`config.mk`:
```
export PLATFORM = sky130hd
export DESIGN_NAME = he_secded_encoder_flat
export DESIGN_NICKNAME = d
export VERILOG_FILES = /design/src/rtl/he_secded_encoder_if.sv /design/src/rtl/he_secded_encoder.sv /design/src/flat_wrapper.sv
export SDC_FILE = /design/constraint.sdc
export NUM_CORES = 1
export LEC_CHECK = 0
export BUFFER_PORTS_ARGS = -buffer_cell sky130_fd_sc_hd__buf_2
export CORE_MARGIN = 3
export CORE_UTILIZATION = 35
export DETAILED_ROUTE_END_ITERATION = 16
export GPL_TIMING_DRIVEN = 0
export HOLD_SLACK_MARGIN = 0.06
export MAX_ROUTING_LAYER = met4
export PLACE_DENSITY = 0.66
export SYNTH_ARGS = -nofsm -noshare
export SYNTH_HDL_FRONTEND = slang
export SYNTH_SLANG_ARGS = --single-unit
```
`constraint.sdc`:
```
create_clock -name clk -period 2 [get_ports clk]
set_input_delay 0.2 -clock clk [delete_from_list [all_inputs] [get_ports clk]]
set_output_delay 0.2 -clock clk [all_outputs]
set_load 0.03 [all_outputs]
```
`src/rtl/he_secded_encoder_if.sv`:
```
// rtl/he_secded_encoder_if.sv - stream bundle between payload source, encoder and write port
// Input word stream, injection controls, output codeword stream and delivered-word counter.
interface he_secded_encoder_if #(
   parameter int K  = 4,
   parameter int N  = 8,
   parameter int CW = 16
);
   logic          in_valid;
   logic          in_ready;
   logic [K-1:0]  din;
   logic          inj_en;
   logic [N-1:0]  inj_mask;
   logic          out_valid;
   logic          out_ready;
   logic [N-1:0]  code;
   logic [CW-1:0] word_cnt;
   logic          clr_cnt;

   modport master (
      output in_valid, din, inj_en, inj_mask, out_ready, clr_cnt,
      input  in_ready, out_valid, code, word_cnt
   );

   modport slave (
      input  in_valid, din, inj_en, inj_mask, out_ready, clr_cnt,
      output in_ready, out_valid, code, word_cnt
   );
endinterface

```
`src/rtl/he_secded_encoder.sv`:
```
// rtl/he_secded_encoder.sv - streaming Hamming/SECDED encoder with 2-entry output skid buffer
// Codeword bit p-1 is Hamming position p; optional overall parity sits at the MSB.
module he_secded_encoder #(
   parameter int K      = 4,
   parameter int M      = 3,
   parameter int SECDED = 1,
   parameter int CW     = 16
) (
   input logic               clk,
   input logic               rst,
   he_secded_encoder_if.slave bus
);
   localparam int H = K + M;
   localparam int N = H + SECDED;

   if ((1 << M) < K + M + 1) begin : g_bad_params
      $error("he_secded_encoder: M too small for K");
   end

   function automatic bit is_pow2(input int p);
      return (p & (p - 1)) == 0;
   endfunction

   function automatic int data_idx(input int p);
      int c;
      c = 0;
      for (int q = 1; q < p; q++) begin
         if (!is_pow2(q)) c++;
      end
      return c;
   endfunction

   function automatic logic [H-1:0] par_mask(input int i);
      logic [H-1:0] m;
      m = '0;
      for (int p = 1; p <= H; p++) begin
         if (!is_pow2(p) && ((p >> i) & 1) != 0) m = m | (H'(1) << (p - 1));
      end
      return m;
   endfunction

   typedef enum logic [1:0] {S_EMPTY, S_ONE, S_FULL} occ_t;

   occ_t         r_state;
   occ_t         w_state_nxt;
   logic         r_live;
   logic [N-1:0] r_head;
   logic [N-1:0] r_tail;
   logic [CW-1:0] r_cnt;

   logic [H-1:0] w_dpos;
   logic [H-1:0] w_ham;
   logic [M-1:0] w_par;
   logic [N-1:0] w_clean;
   logic [N-1:0] w_code;
   logic         w_in_ready;
   logic         w_out_valid;
   logic         w_acc;
   logic         w_del;
   logic         w_ld_head;
   logic         w_ld_tail;
   logic         w_head_from_tail;

   // w_dpos carries only the data bits in place, so each parity is a masked reduction of it
   for (genvar p = 1; p <= H; p++) begin : g_pos
      if (is_pow2(p)) begin : g_parity
         assign w_dpos[p-1] = 1'b0;
         assign w_ham[p-1]  = w_par[$clog2(p)];
      end else begin : g_data
         assign w_dpos[p-1] = bus.din[data_idx(p)];
         assign w_ham[p-1]  = w_dpos[p-1];
      end
   end

   for (genvar i = 0; i < M; i++) begin : g_par
      assign w_par[i] = ^(w_dpos & par_mask(i));
   end

   if (SECDED != 0) begin : g_secded
      assign w_clean = {^w_ham, w_ham};
   end else begin : g_plain
      assign w_clean = w_ham;
   end

   assign w_code = w_clean ^ (bus.inj_en ? bus.inj_mask : '0);

   // r_live keeps in_ready low during reset and for the first cycle after release
   assign w_in_ready  = r_live && (r_state != S_FULL);
   assign w_out_valid = (r_state != S_EMPTY);
   assign w_acc       = bus.in_valid && w_in_ready;
   assign w_del       = w_out_valid && bus.out_ready;

   always_comb begin
      w_state_nxt      = r_state;
      w_ld_head        = 1'b0;
      w_ld_tail        = 1'b0;
      w_head_from_tail = 1'b0;
      case (r_state)
         S_EMPTY: begin
            if (w_acc) begin
               w_state_nxt = S_ONE;
               w_ld_head   = 1'b1;
            end
         end
         S_ONE: begin
            if (w_acc && w_del) begin
               w_ld_head = 1'b1;
            end else if (w_acc) begin
               w_state_nxt = S_FULL;
               w_ld_tail   = 1'b1;
            end else if (w_del) begin
               w_state_nxt = S_EMPTY;
            end
         end
         S_FULL: begin
            if (w_del) begin
               w_state_nxt      = S_ONE;
               w_head_from_tail = 1'b1;
            end
         end
         default: w_state_nxt = S_EMPTY;
      endcase
   end

   always_ff @(posedge clk or negedge rst) begin
      if (!rst) begin
         r_state <= S_EMPTY;
      end else begin
         r_state <= w_state_nxt;
      end
   end

   always_ff @(posedge clk or negedge rst) begin
      if (!rst) begin
         r_live <= 1'b0;
         r_head <= '0;
         r_tail <= '0;
         r_cnt  <= '0;
      end else begin
         r_live <= 1'b1;
         if (w_ld_head) begin
            r_head <= w_code;
         end else if (w_head_from_tail) begin
            r_head <= r_tail;
         end
         if (w_ld_tail) r_tail <= w_code;
         if (bus.clr_cnt) begin
            r_cnt <= '0;
         end else if (w_del && (r_cnt != '1)) begin
            r_cnt <= r_cnt + 1'b1;
         end
      end
   end

   assign bus.in_ready  = w_in_ready;
   assign bus.out_valid = w_out_valid;
   assign bus.code      = r_head;
   assign bus.word_cnt  = r_cnt;
endmodule
```
`src/flat_wrapper.sv`:
```
// flat-port wrapper written by rule: the top's interface ports become plain ports
module he_secded_encoder_flat 
#(
   parameter int K      = 4,
   parameter int M      = 3,
   parameter int SECDED = 1,
   parameter int CW     = 16
)
  (clk, rst, bus_in_valid, bus_din, bus_inj_en, bus_inj_mask, bus_out_ready, bus_clr_cnt, bus_in_ready, bus_out_valid, bus_code, bus_word_cnt);
  he_secded_encoder_if #(.K(K), .CW(CW)) bus_i ();
  input logic clk;
  input logic rst;
  input wire logic [$bits(bus_i.in_valid)-1:0] bus_in_valid;
  input wire logic [$bits(bus_i.din)-1:0] bus_din;
  input wire logic [$bits(bus_i.inj_en)-1:0] bus_inj_en;
  input wire logic [$bits(bus_i.inj_mask)-1:0] bus_inj_mask;
  input wire logic [$bits(bus_i.out_ready)-1:0] bus_out_ready;
  input wire logic [$bits(bus_i.clr_cnt)-1:0] bus_clr_cnt;
  output wire logic [$bits(bus_i.in_ready)-1:0] bus_in_ready;
  output wire logic [$bits(bus_i.out_valid)-1:0] bus_out_valid;
  output wire logic [$bits(bus_i.code)-1:0] bus_code;
  output wire logic [$bits(bus_i.word_cnt)-1:0] bus_word_cnt;
  assign bus_i.in_valid = bus_in_valid;
  assign bus_i.din = bus_din;
  assign bus_i.inj_en = bus_inj_en;
  assign bus_i.inj_mask = bus_inj_mask;
  assign bus_i.out_ready = bus_out_ready;
  assign bus_i.clr_cnt = bus_clr_cnt;
  assign bus_in_ready = bus_i.in_ready;
  assign bus_out_valid = bus_i.out_valid;
  assign bus_code = bus_i.code;
  assign bus_word_cnt = bus_i.word_cnt;
  he_secded_encoder #(.K(K), .M(M), .SECDED(SECDED), .CW(CW)) u_core (.clk(clk), .rst(rst), .bus(bus_i));
endmodule
```
==> flow_metrics.env, run 1 <==
export IMPL_die_w_um=79.64
export IMPL_dp_hpwl_um=2863
export IMPL_ys_seq_area_frac=0.4614
export IMPL_io_pins=44
export IMPL_syn_area_sq_um=1898
export IMPL_arrival_ns=2.13
export IMPL_p_total_mw=1.950
export IMPL_clk_pin_slew_worst_paths_ns=0.07
export IMPL_postSynthRegisterBits=35
export IMPL_final_cell_mix="buf_2 (43), dfrtp_1 (30), nor2_1 (22)"
export IMPL_cts_root_buf="clkbuf_8"
export IMPL_grt_total_usage=0.1449
export IMPL_worstRegToRegCells=6
export IMPL_drt_iter0_drc=65
export IMPL_path_cells="buf_4 > o21ai_1 > or3_1 > buf_2 > nor4b_1 > mux2_1"
export IMPL_via_per_inst=5.009
export IMPL_holdCritPathClass="in -> reg"
export IMPL_wire_per_inst_um=12.77
export IMPL_fin_nets=265
export IMPL_synth_distinct_cells=41
export IMPL_dp_slack_ns=-0.01098
export IMPL_rows=26
export IMPL_overflow=0
export IMPL_max_freq_mhz=510.8
export IMPL_synthCells=193
export IMPL_clock_sinks=35
export IMPL_diodes=0
export IMPL_max_stage_delay_ns=0.37
export IMPL_power_density_nw_per_um2=839.7
export IMPL_timing_hold_worst_endpoint="u_core.r_state[1]"
export IMPL_setup_slack_ns=0.04220
export IMPL_maxCapViolations=0
export IMPL_timing_setup_tns_ns=0
export IMPL_path_buf_inv=2
export IMPL_areaGrowthSynthToFinish_pct=22.35
export IMPL_grt_pass1_wl_um=6996
export IMPL_cp_required_ns=2.17
export IMPL_synth_edf_count=0
export IMPL_finalHoldViolCount=0
export IMPL_met1Wirelength_um=1926
export IMPL_hp_start="bus_out_ready"
export IMPL_ant_nets=0
export IMPL_die_height_um=79.64
export IMPL_rsz0062_at_grt="true"
export IMPL_path_max_fanout=9
export IMPL_period_share=0.9789
export IMPL_finClkSkew_ns=0.003461
export IMPL_cts_tree="done"
export IMPL_finalSetupViolations=0
export IMPL_port_buffers=42
export IMPL_drc_errors=0
export IMPL_htreeDepth=2
export IMPL_cts_made_buffers=5
export IMPL_final_common_cell="buf_2"
export IMPL_endpoint_kind="flop"
export IMPL_dr_total_vias=1588
export IMPL_syn_nets=212
export IMPL_antenna_found_initial=0
export IMPL_synth_ff_type="dfrtp_1"
export IMPL_route_met2_wl_um=1821
export IMPL_async_reset_ff_frac=1.000
export IMPL_dieArea_sq_um=6343
export IMPL_ir_drop_mv=0.5885
export IMPL_syn_area_per_cell_sq_um=9.835
export IMPL_clk_latency_ns=0.29
export IMPL_grt_pass1_vias=1466
export IMPL_grt_max_degree=36
export IMPL_dr_pass1_iters=4
export IMPL_slowest_stage="or3_1"
export IMPL_reg2reg_to="u_core.bus.word_cnt[11]"
export IMPL_drive_gt1_frac=0.2834
export IMPL_gp_congestion=0.7738
export IMPL_ys_warn_count=0
export IMPL_outcome="completed"
export IMPL_coreArea_sq_um=5172
export IMPL_r2r_start="u_core.r_state[1]"
export IMPL_slew_viol_final=0
export IMPL_max_slew_margin_rel=0.4787
export IMPL_p_leak_nw=1.064
export IMPL_ff2ff_setup_slack_ns=0.04
export IMPL_min_period_ns=1.958
export IMPL_min_delay_path_depth=2
export IMPL_start_util=0.3670
export IMPL_setup_worst_path_class="reg -> reg"
export IMPL_totalWireLength_um=4048
export IMPL_tightestPinTransition_ns=0.7820
export IMPL_routed_top_layer="met4"
export IMPL_wl_met3_um=232
export IMPL_cpLargestDelayFamily="simple AND/OR/NAND/NOR gates"
export IMPL_worstSetupStartpointType="flop"
export IMPL_clock_path_buffers=2
[metal layers]
metal / global-route usage / vias up
met5: - / -
met4: 0.06014 / 0
met3: 0.03047 / 6
met2: 0.2154 / 51
met1: 0.1917 / 741
li1: - / 790
[what timing repair did]
action,in CTS,in global routing
buffers inserted,1,2
setup endpoints to repair,1,11
hold endpoints to repair,35,0
gates resized for setup,0,2
hold buffers,1,0
pin swaps,1,1
[Yosys cell counts (2+ instances only)]
master | count | area share
dfrtp_1 | 35 | 0.46
nor2_1 | 23 | 0.045
a21oi_1 | 16 | 0.042
nand2_1 | 16 | 0.032
mux2i_1 | 10 | 0.053
xor2_1 | 8 | 0.037
nor2b_1 | 7 | 0.023
xnor2_1 | 7 | 0.032
clkbuf_1 | 6 | 0.012
or3_1 | 6 | 0.020
nand3_1 | 4 | 0.011
o21ai_0 | 4 | 0.011
o31ai_1 | 4 | 0.016
or4_1 | 4 | 0.016
a221o_1 | 3 | 0.016
mux2_1 | 3 | 0.018
mux2_2 | 3 | 0.018
nor4_1 | 3 | 0.0099
nor4b_1 | 3 | 0.014
and2_1 | 2 | 0.0066
inv_1 | 2 | 0.0040
nand2b_1 | 2 | 0.0066
nand4_1 | 2 | 0.0066
nor3_1 | 2 | 0.0053
or2_2 | 2 | 0.0066
[cell type report]
type                            instances  area (sq um)
Inverter                                2         7.507
Timing Repair Buffer                   46         242.7
Sequential cell                        35         882.1
Clock buffer                            7         76.32
Fill cell                             510          2850
Tap cell                               70         87.58
Multi-Input combinational cell        148         985.9
Clock inverter                          1         5.005
Buffer                                  8         35.03
[where the power goes]
part           internal, mW  total [mW]  switching, mW
clock network         0.245       0.507          0.263
registers             0.846       0.923         0.0773
logic                 0.201       0.520          0.319
total                  1.29        1.95          0.659
[worst reg2reg max path: stages, from the launching register on]
cell,delay (ns)
dfrtp_1,0.33
buf_4,0.15
o21ai_1,0.11
or3_1,0.37
buf_2,0.17
nor4b_1,0.36
mux2_1,0.36
[kinds of logic (layout without fill, tap and decap cells)]
family | count (synthesis) | count (layout) | synth area share
and+or+nand+nor | 81 | 81 | 0.2301
DFF | 35 | 35 | 0.4614
AOI/OAI and AO/OA | 34 | 34 | 0.1200
muxes | 16 | 16 | 0.08833
xor gates and xnor gates | 15 | 15 | 0.06922
buffers and inverters | 10 | 64 | 0.02241
adders and majority gates | 1 | 1 | 0.006591
other | 1 | 1 | 0.001976
[how the worst max path moves through the flow]
stage | start | to | slack [ns] | cells past startpoint
global placement | u_core.bus.word_cnt[0] | u_core.bus.word_cnt[13] | 0.02 | 5
global route | u_core.r_state[1] | u_core.bus.word_cnt[11] | -0.06 | 6
finish | u_core.r_state[1] | u_core.bus.word_cnt[11] | 0.04 | 6
CTS | u_core.bus.word_cnt[0] | u_core.bus.word_cnt[1] | 0.003 | 6
detailed placement | u_core.bus.word_cnt[0] | u_core.bus.word_cnt[1] | -0.01 | 5
floorplan | u_core.bus.word_cnt[9] | u_core.bus.word_cnt[11] | 0.001 | 5
[registers in the layout, summed over array words and instances (netlist names)]
| name | cells |
|---|---|
| u_core.bus.code | 8 |
| u_core.bus.word_cnt | 16 |
| u_core.r_live | 1 |
| u_core.r_state | 2 |
| u_core.r_tail | 8 |
[through the flow]
step	std cells	util	cell area [sq um]	hold WS (ns)
6_report	317	0.4490	2322	0.1811
5_1_grt	317	0.4490	2322	0.2009
4_1_cts	315	0.4448	2301	0.1825
3_5_place_dp	305	0.4257	2202	0.3432
3_3_place_gp	305	0.4257	2202	0.3305
2_1_floorplan	193	-	1904	-0.09559
(Power assumes the default switching activity.)
==> run 2, diff against run 1 <==
- CTS_BUF_LIST: default -> sky130_fd_sc_hd__clkbuf_2
==> run 2 against run 1 <==
  * First-iteration DRC count decreased by 15%
  * Maximum frequency increased by 2.4%
  * Critical path depth up 1
  * Sequential power barely moved
  * Die area did not move
  * Critical path type is now in -> reg
  * Critical endpoint is now u_core.bus.word_cnt[15]
  * Largest power group unchanged
==> flow_metrics.env, run 2 (same netlist as run 1, synthesis figures left out) <==
export IMPL_outcome="completed"
export IMPL_htreeDepth=2
export IMPL_drc_errors=0
export IMPL_drt_iter0_drc=55
export IMPL_max_freq_mhz=523.2
export IMPL_start_util=0.3670
export IMPL_path_cells="dlygate4sd3_1 > buf_2 > o21ai_1 > or3_1 > buf_4 > nor4b_2 > mux2_1"
export IMPL_finClkSkew_ns=0.009627
export IMPL_antenna_found_initial=0
export IMPL_finalHoldViolCount=0
export IMPL_gp_congestion=0.7738
export IMPL_tightestPinTransition_ns=0.7969
export IMPL_maxCapViolations=0
export IMPL_endpoint_kind="flop"
export IMPL_fin_nets=266
export IMPL_dr_pass1_iters=4
export IMPL_totalWireLength_um=4095
export IMPL_path_max_fanout=9
export IMPL_arrival_ns=2.19
export IMPL_drive_gt1_frac=0.2984
export IMPL_hp_start="bus_din[2]"
export IMPL_p_total_mw=1.783
export IMPL_overflow=0
export IMPL_max_stage_delay_ns=0.52
export IMPL_grt_pass1_wl_um=6996
export IMPL_dp_hpwl_um=2863
export IMPL_grt_pass1_vias=1479
export IMPL_die_w_um=79.64
export IMPL_via_per_inst=5.013
export IMPL_r2r_start="u_core.bus.word_cnt[3]"
export IMPL_clock_sinks=35
export IMPL_cts_root_buf="clkbuf_2"
export IMPL_holdCritPathClass="in -> reg"
export IMPL_dieArea_sq_um=6343
export IMPL_fin_hold_ws_ns=0.1683
export IMPL_startpoint="bus_out_ready"
export IMPL_final_common_cell="buf_2"
export IMPL_port_buffers=42
export IMPL_die_height_um=79.64
export IMPL_dr_total_vias=1594
export IMPL_slew_viol_final=0
export IMPL_clock_path_buffers=2
export IMPL_setup_worst_path_class="in -> reg"
export IMPL_wire_per_inst_um=12.88
export IMPL_ir_drop_mv=0.4495
export IMPL_clk_latency_ns=0.37
export IMPL_largest_reg_flops=16
export IMPL_worstSetupStartpointType="input pin"
export IMPL_max_slew_margin_rel=0.4687
export IMPL_final_cell_mix="buf_2 (42), dfrtp_1 (30), nor2_1 (22)"
export IMPL_grt_total_usage=0.1439
export IMPL_cts_tree="done"
export IMPL_diodes=0
export IMPL_cts_made_buffers=5
export IMPL_p_leak_nw=1.062
export IMPL_ant_nets=0
export IMPL_coreArea_sq_um=5172
export IMPL_finalSetupViolations=0
export IMPL_min_period_ns=1.911
export IMPL_cp_required_ns=2.28
export IMPL_slowest_stage="dlygate4sd3_1"
export IMPL_grt_max_degree=36
export IMPL_period_share=0.9557
export IMPL_io_pins=44
export IMPL_rows=26
export IMPL_clk_pin_slew_worst_paths_ns=0.19
export IMPL_power_density_nw_per_um2=769.1
export IMPL_areaGrowthSynthToFinish_pct=22.15
[run 2: power by group]
part / switching [mW] / internal (mW)
clock network: 0.244 / 0.0957
registers: 0.0774 / 0.844
logic: 0.320 / 0.203
total: 0.641 / 1.14
[run 2: timing repair]
action / in CTS / in global routing
setup endpoints to repair: 4 / 12
pin swaps: 2 / 0
gates resized for setup: 0 / 8
hold buffers: 1 / 1
endpoints found under the hold margin: 35 / 1
setup buffers: 1 / 2
[run 2: per-stage QoR]
step           std cells  area (sq um)  setup slack, ns    TNS, ns    util
3_3_place_gp         305          2202          0.01845          0  0.4257
3_5_place_dp         305          2202         -0.01098   -0.01098  0.4257
2_1_floorplan        193          1904         0.001443          0       -
6_report             318          2318          0.08860          0  0.4482
5_1_grt              318          2318        -0.006024  -0.006024  0.4482
4_1_cts              315          2260        0.0001086          0  0.4369
[run 2: layout make-up]
cell class / instances / area, sq um
plain buffers: 8 / 41.29
clock inverters: 1 / 5.005
repair buffers: 47 / 252.7
fillers: 527 / 2854
multi-input cells: 148 / 1007
flip-flops and latches: 35 / 882.1
clock buffers: 7 / 35.03
inverters: 2 / 7.507
well taps: 70 / 87.58
[run 2: final timing paths]
check | end | slack [ns] | depth (start not counted)
worst max-delay path | u_core.bus.word_cnt[15] | 0.09 | 7
worst min-delay path | u_core.r_tail[3] | 0.17 | 3
worst max register to register | u_core.bus.word_cnt[15] | 0.10 | 5
worst min register to register | u_core.r_tail[4] | 0.54 | 1
max in group asynchronous | u_core.bus.word_cnt[6] | 1.03 | 2
min in group asynchronous | u_core.bus.word_cnt[3] | 0.42 | 2
[run 2: routing by layer]
metal	wire length (um)	global-route usage	vias up
li1	-	-	792
met1	1973	0.1902	748
met2	1858	0.2187	50
met3	227	0.03047	4
met4	36	0.04983	0
met5	0	-	-
[run 2: critical path: cells and delay by family]
family          cells  cell delay, ns
compound gates      1            0.12
buf+inv             3            0.86
mux                 1            0.34
simple gates        2            0.67
==> run 3, diff against run 2 <==
- CORE_UTILIZATION: 35 -> 50
- PLACE_DENSITY: 0.66 -> 0.85
==> run 3 against run 2 <==
  * Maximum frequency down 1.1%
  * Worst setup slack got worse by 0.021 ns
  * Flip-flop and latch count did not move
  * Wire length fell by 2.9%
  * Combinational power hardly changed
  * Total power fell by 0.77%
  * Clock power shrank 5.9%
  * First-iteration DRC count grew to 2.7 times the previous value
  * Critical path depth did not move
  * Global-route usage rose by 5.3 points
==> flow_metrics.env, run 3 (same netlist as run 1, synthesis figures left out) <==
export IMPL_outcome="completed"
export IMPL_routed_top_layer="met4"
export IMPL_p_sw_frac=0.3608
export IMPL_ir_drop_mv=0.6190
export IMPL_rsz0062_at_grt="true"
export IMPL_met1Wirelength_um=1699
export IMPL_placed_area_sq_um=2172
export IMPL_path_max_fanout=9
export IMPL_start_util=0.5431
export IMPL_die_w_um=67.61
export IMPL_timing_hold_worst_endpoint="u_core.r_tail[3]"
export IMPL_areaGrowthSynthToFinish_pct=18.85
export IMPL_ant_nets=0
export IMPL_drc_errors=0
export IMPL_clock_path_buffers=2
export IMPL_max_stage_delay_ns=0.53
export IMPL_dp_hpwl_um=2888
export IMPL_power_report_internal_total_mw=1.131
export IMPL_final_area_sq_um=2256
export IMPL_finalHoldViolCount=0
export IMPL_fillCellCount=300
export IMPL_coreArea_sq_um=3495
export IMPL_largest_reg_flops=16
export IMPL_cpLargestDelayFamily="buffers and inverters"
export IMPL_comb_power_share=0.295
export IMPL_io_pins=44
export IMPL_htreeDepth=2
export IMPL_clk_latency_ns=0.39
export IMPL_timing_setup_tns_ns=0
export IMPL_endpoint_kind="flop"
export IMPL_p_seq_frac=0.525
export IMPL_min_period_ns=1.932
export IMPL_wire_per_inst_um=13.62
export IMPL_worstRegToRegCells=5
export IMPL_power_density_nw_per_um2=784.4
export IMPL_grt_total_usage=0.1973
export IMPL_tightestPinTransition_ns=0.7552
export IMPL_p_switching_mw=0.6384
export IMPL_slew_viol_final=0
export IMPL_dr_total_vias=1598
export IMPL_rows=21
export IMPL_cts_tree="done"
export IMPL_cts_made_buffers=5
export IMPL_stdcell_count=292
export IMPL_dieArea_sq_um=4571
export IMPL_p_clk_frac=0.180
export IMPL_overflow=0
export IMPL_drt_iter0_drc=148
export IMPL_final_util=0.6455
export IMPL_ff2ff_setup_slack_ns=0.08
export IMPL_wl_met3_um=230
export IMPL_dp_cells=281
export IMPL_finClkSkew_ns=0.01625
export IMPL_maxCapViolations=0
export IMPL_max_slew_margin_rel=0.4965
export IMPL_holdCritPathClass="in -> reg"
export IMPL_min_delay_path_depth=3
export IMPL_cts_root_buf="clkbuf_2"
export IMPL_diodes=0
export IMPL_setup_worst_path_class="in -> reg"
export IMPL_path_buf_inv=3
export IMPL_grt_max_degree=36
export IMPL_cp_required_ns=2.27
export IMPL_grt_pass1_vias=1536
export IMPL_clock_sinks=35
export IMPL_finalSetupViolations=0
export IMPL_max_freq_mhz=517.5
export IMPL_p_leak_nw=1.049
export IMPL_die_height_um=67.61
export IMPL_gp_congestion=0.8625
export IMPL_fin_nets=264
export IMPL_slowest_stage="dlygate4sd3_1"
export IMPL_final_common_cell="buf_2"
export IMPL_path_cells="dlygate4sd3_1 > buf_2 > o21ai_1 > or3_1 > buf_2 > nor4b_2 > mux2_1"
export IMPL_via_per_inst=5.473
export IMPL_grt_pass1_wl_um=6513
export IMPL_arrival_ns=2.21
export IMPL_critical_path_most_common_cell="buf_2"
export IMPL_route_met2_wl_um=1987
export IMPL_totalWireLength_um=3976
export IMPL_antenna_found_initial=0
export IMPL_drive_gt1_frac=0.2886
export IMPL_period_share=0.9662
export IMPL_hp_start="bus_din[2]"
export IMPL_clk_pin_slew_worst_paths_ns=0.18
export IMPL_worstSetupStartpointType="input pin"
export IMPL_dr_pass1_iters=4
export IMPL_port_buffers=42
export IMPL_r2r_start="u_core.bus.word_cnt[6]"
export IMPL_reg2reg_to="u_core.bus.word_cnt[11]"
export IMPL_p_total_mw=1.769
export IMPL_startpoint="bus_out_ready"
export IMPL_final_cell_mix="buf_2 (43), dfrtp_1 (29), nor2_1 (23)"
==> run 3: changes by cell type in the layout (fill, tap and decap cells not counted) <==
cell	delta
dfrtp_2	+1
buf_2	+1
nor2_1	+1
buf_4	-1
a21oi_1	+1
clkbuf_1	-1
dfrtp_1	-1
a21oi_2	-1
clkbuf_2	-1
nor2_2	-1
clkinv_1	+1
nor4b_4	-1
nor4b_2	+1
buf_6	-1
==> run 3: cell type report <==
| cell class | instances | area, sq um | share of cell area |
|---|---|---|---|
| timing repair buffer | 46 | 245.2 | 0.1087 |
| clock buffer | 6 | 30.03 | 0.01331 |
| inverter | 2 | 7.507 | 0.003328 |
| tap | 46 | 57.56 | 0.02551 |
| sequential | 35 | 883.3 | 0.3916 |
| buffer | 7 | 31.28 | 0.01387 |
| multi-input combinational | 148 | 992.2 | 0.4398 |
| clock inverter | 2 | 8.758 | 0.003882 |
==> run 3: how the worst max path moves through the flow <==
stage | slack (ns) | cells after the start | to
after floorplan | 0.001 | 5 | u_core.bus.word_cnt[11]
after global placement | 0.06 | 5 | u_core.bus.word_cnt[1]
after detailed placement | 0.02 | 5 | u_core.bus.word_cnt[1]
after CTS | 0.01 | 6 | u_core.bus.word_cnt[11]
after global routing | -0.01 | 5 | u_core.bus.word_cnt[11]
final | 0.07 | 7 | u_core.bus.word_cnt[11]
==> run 3: layer usage <==
metal / up-vias / global-route usage
met5: - / -
met4: 0 / 0.06076
met3: 6 / 0.06489
met2: 46 / 0.3439
met1: 757 / 0.2109
li1: 789 / -
==> run 3: repair_timing <==
action                                  in CTS  in global routing
setup buffers                                1                  1
gates resized for setup                      0                  3
endpoints found under the hold margin       36                  0
pin swaps                                    1                  1
hold buffers                                 2                  0
endpoints found under the setup margin       1                 14
==> run 3: worst reg2reg max path: cells and delay by family (launching register included) <==
family | cells | cell delay (ns)
buffers and inverters | 1 | 0.18
multiplexers | 1 | 0.36
flip-flops | 1 | 0.47
AND/OR/NAND/NOR | 3 | 0.81
==> run 3: metrics by stage <==
| step | hold slack, ns | setup WS (ns) |
|---|---|---|
| 3_3_place_gp | 0.3144 | 0.05799 |
| 4_1_cts | 0.1417 | 0.01494 |
| 2_1_floorplan | -0.09559 | 0.001443 |
| 5_1_grt | 0.1297 | -0.009587 |
| 3_5_place_dp | 0.3214 | 0.01782 |
| 6_report | 0.1534 | 0.06764 |
==> run 3: power groups by stage <==
stage / registers, mW / clock network, mW / logic (mW)
after floorplan: 1.05 / 0 / 0.247
after global placement: 0.932 / 0 / 0.509
after detailed placement: 0.943 / 0 / 0.526
after CTS: 0.929 / 0.328 / 0.533
after global routing: 0.945 / 0.368 / 0.575
final: 0.928 / 0.319 / 0.522
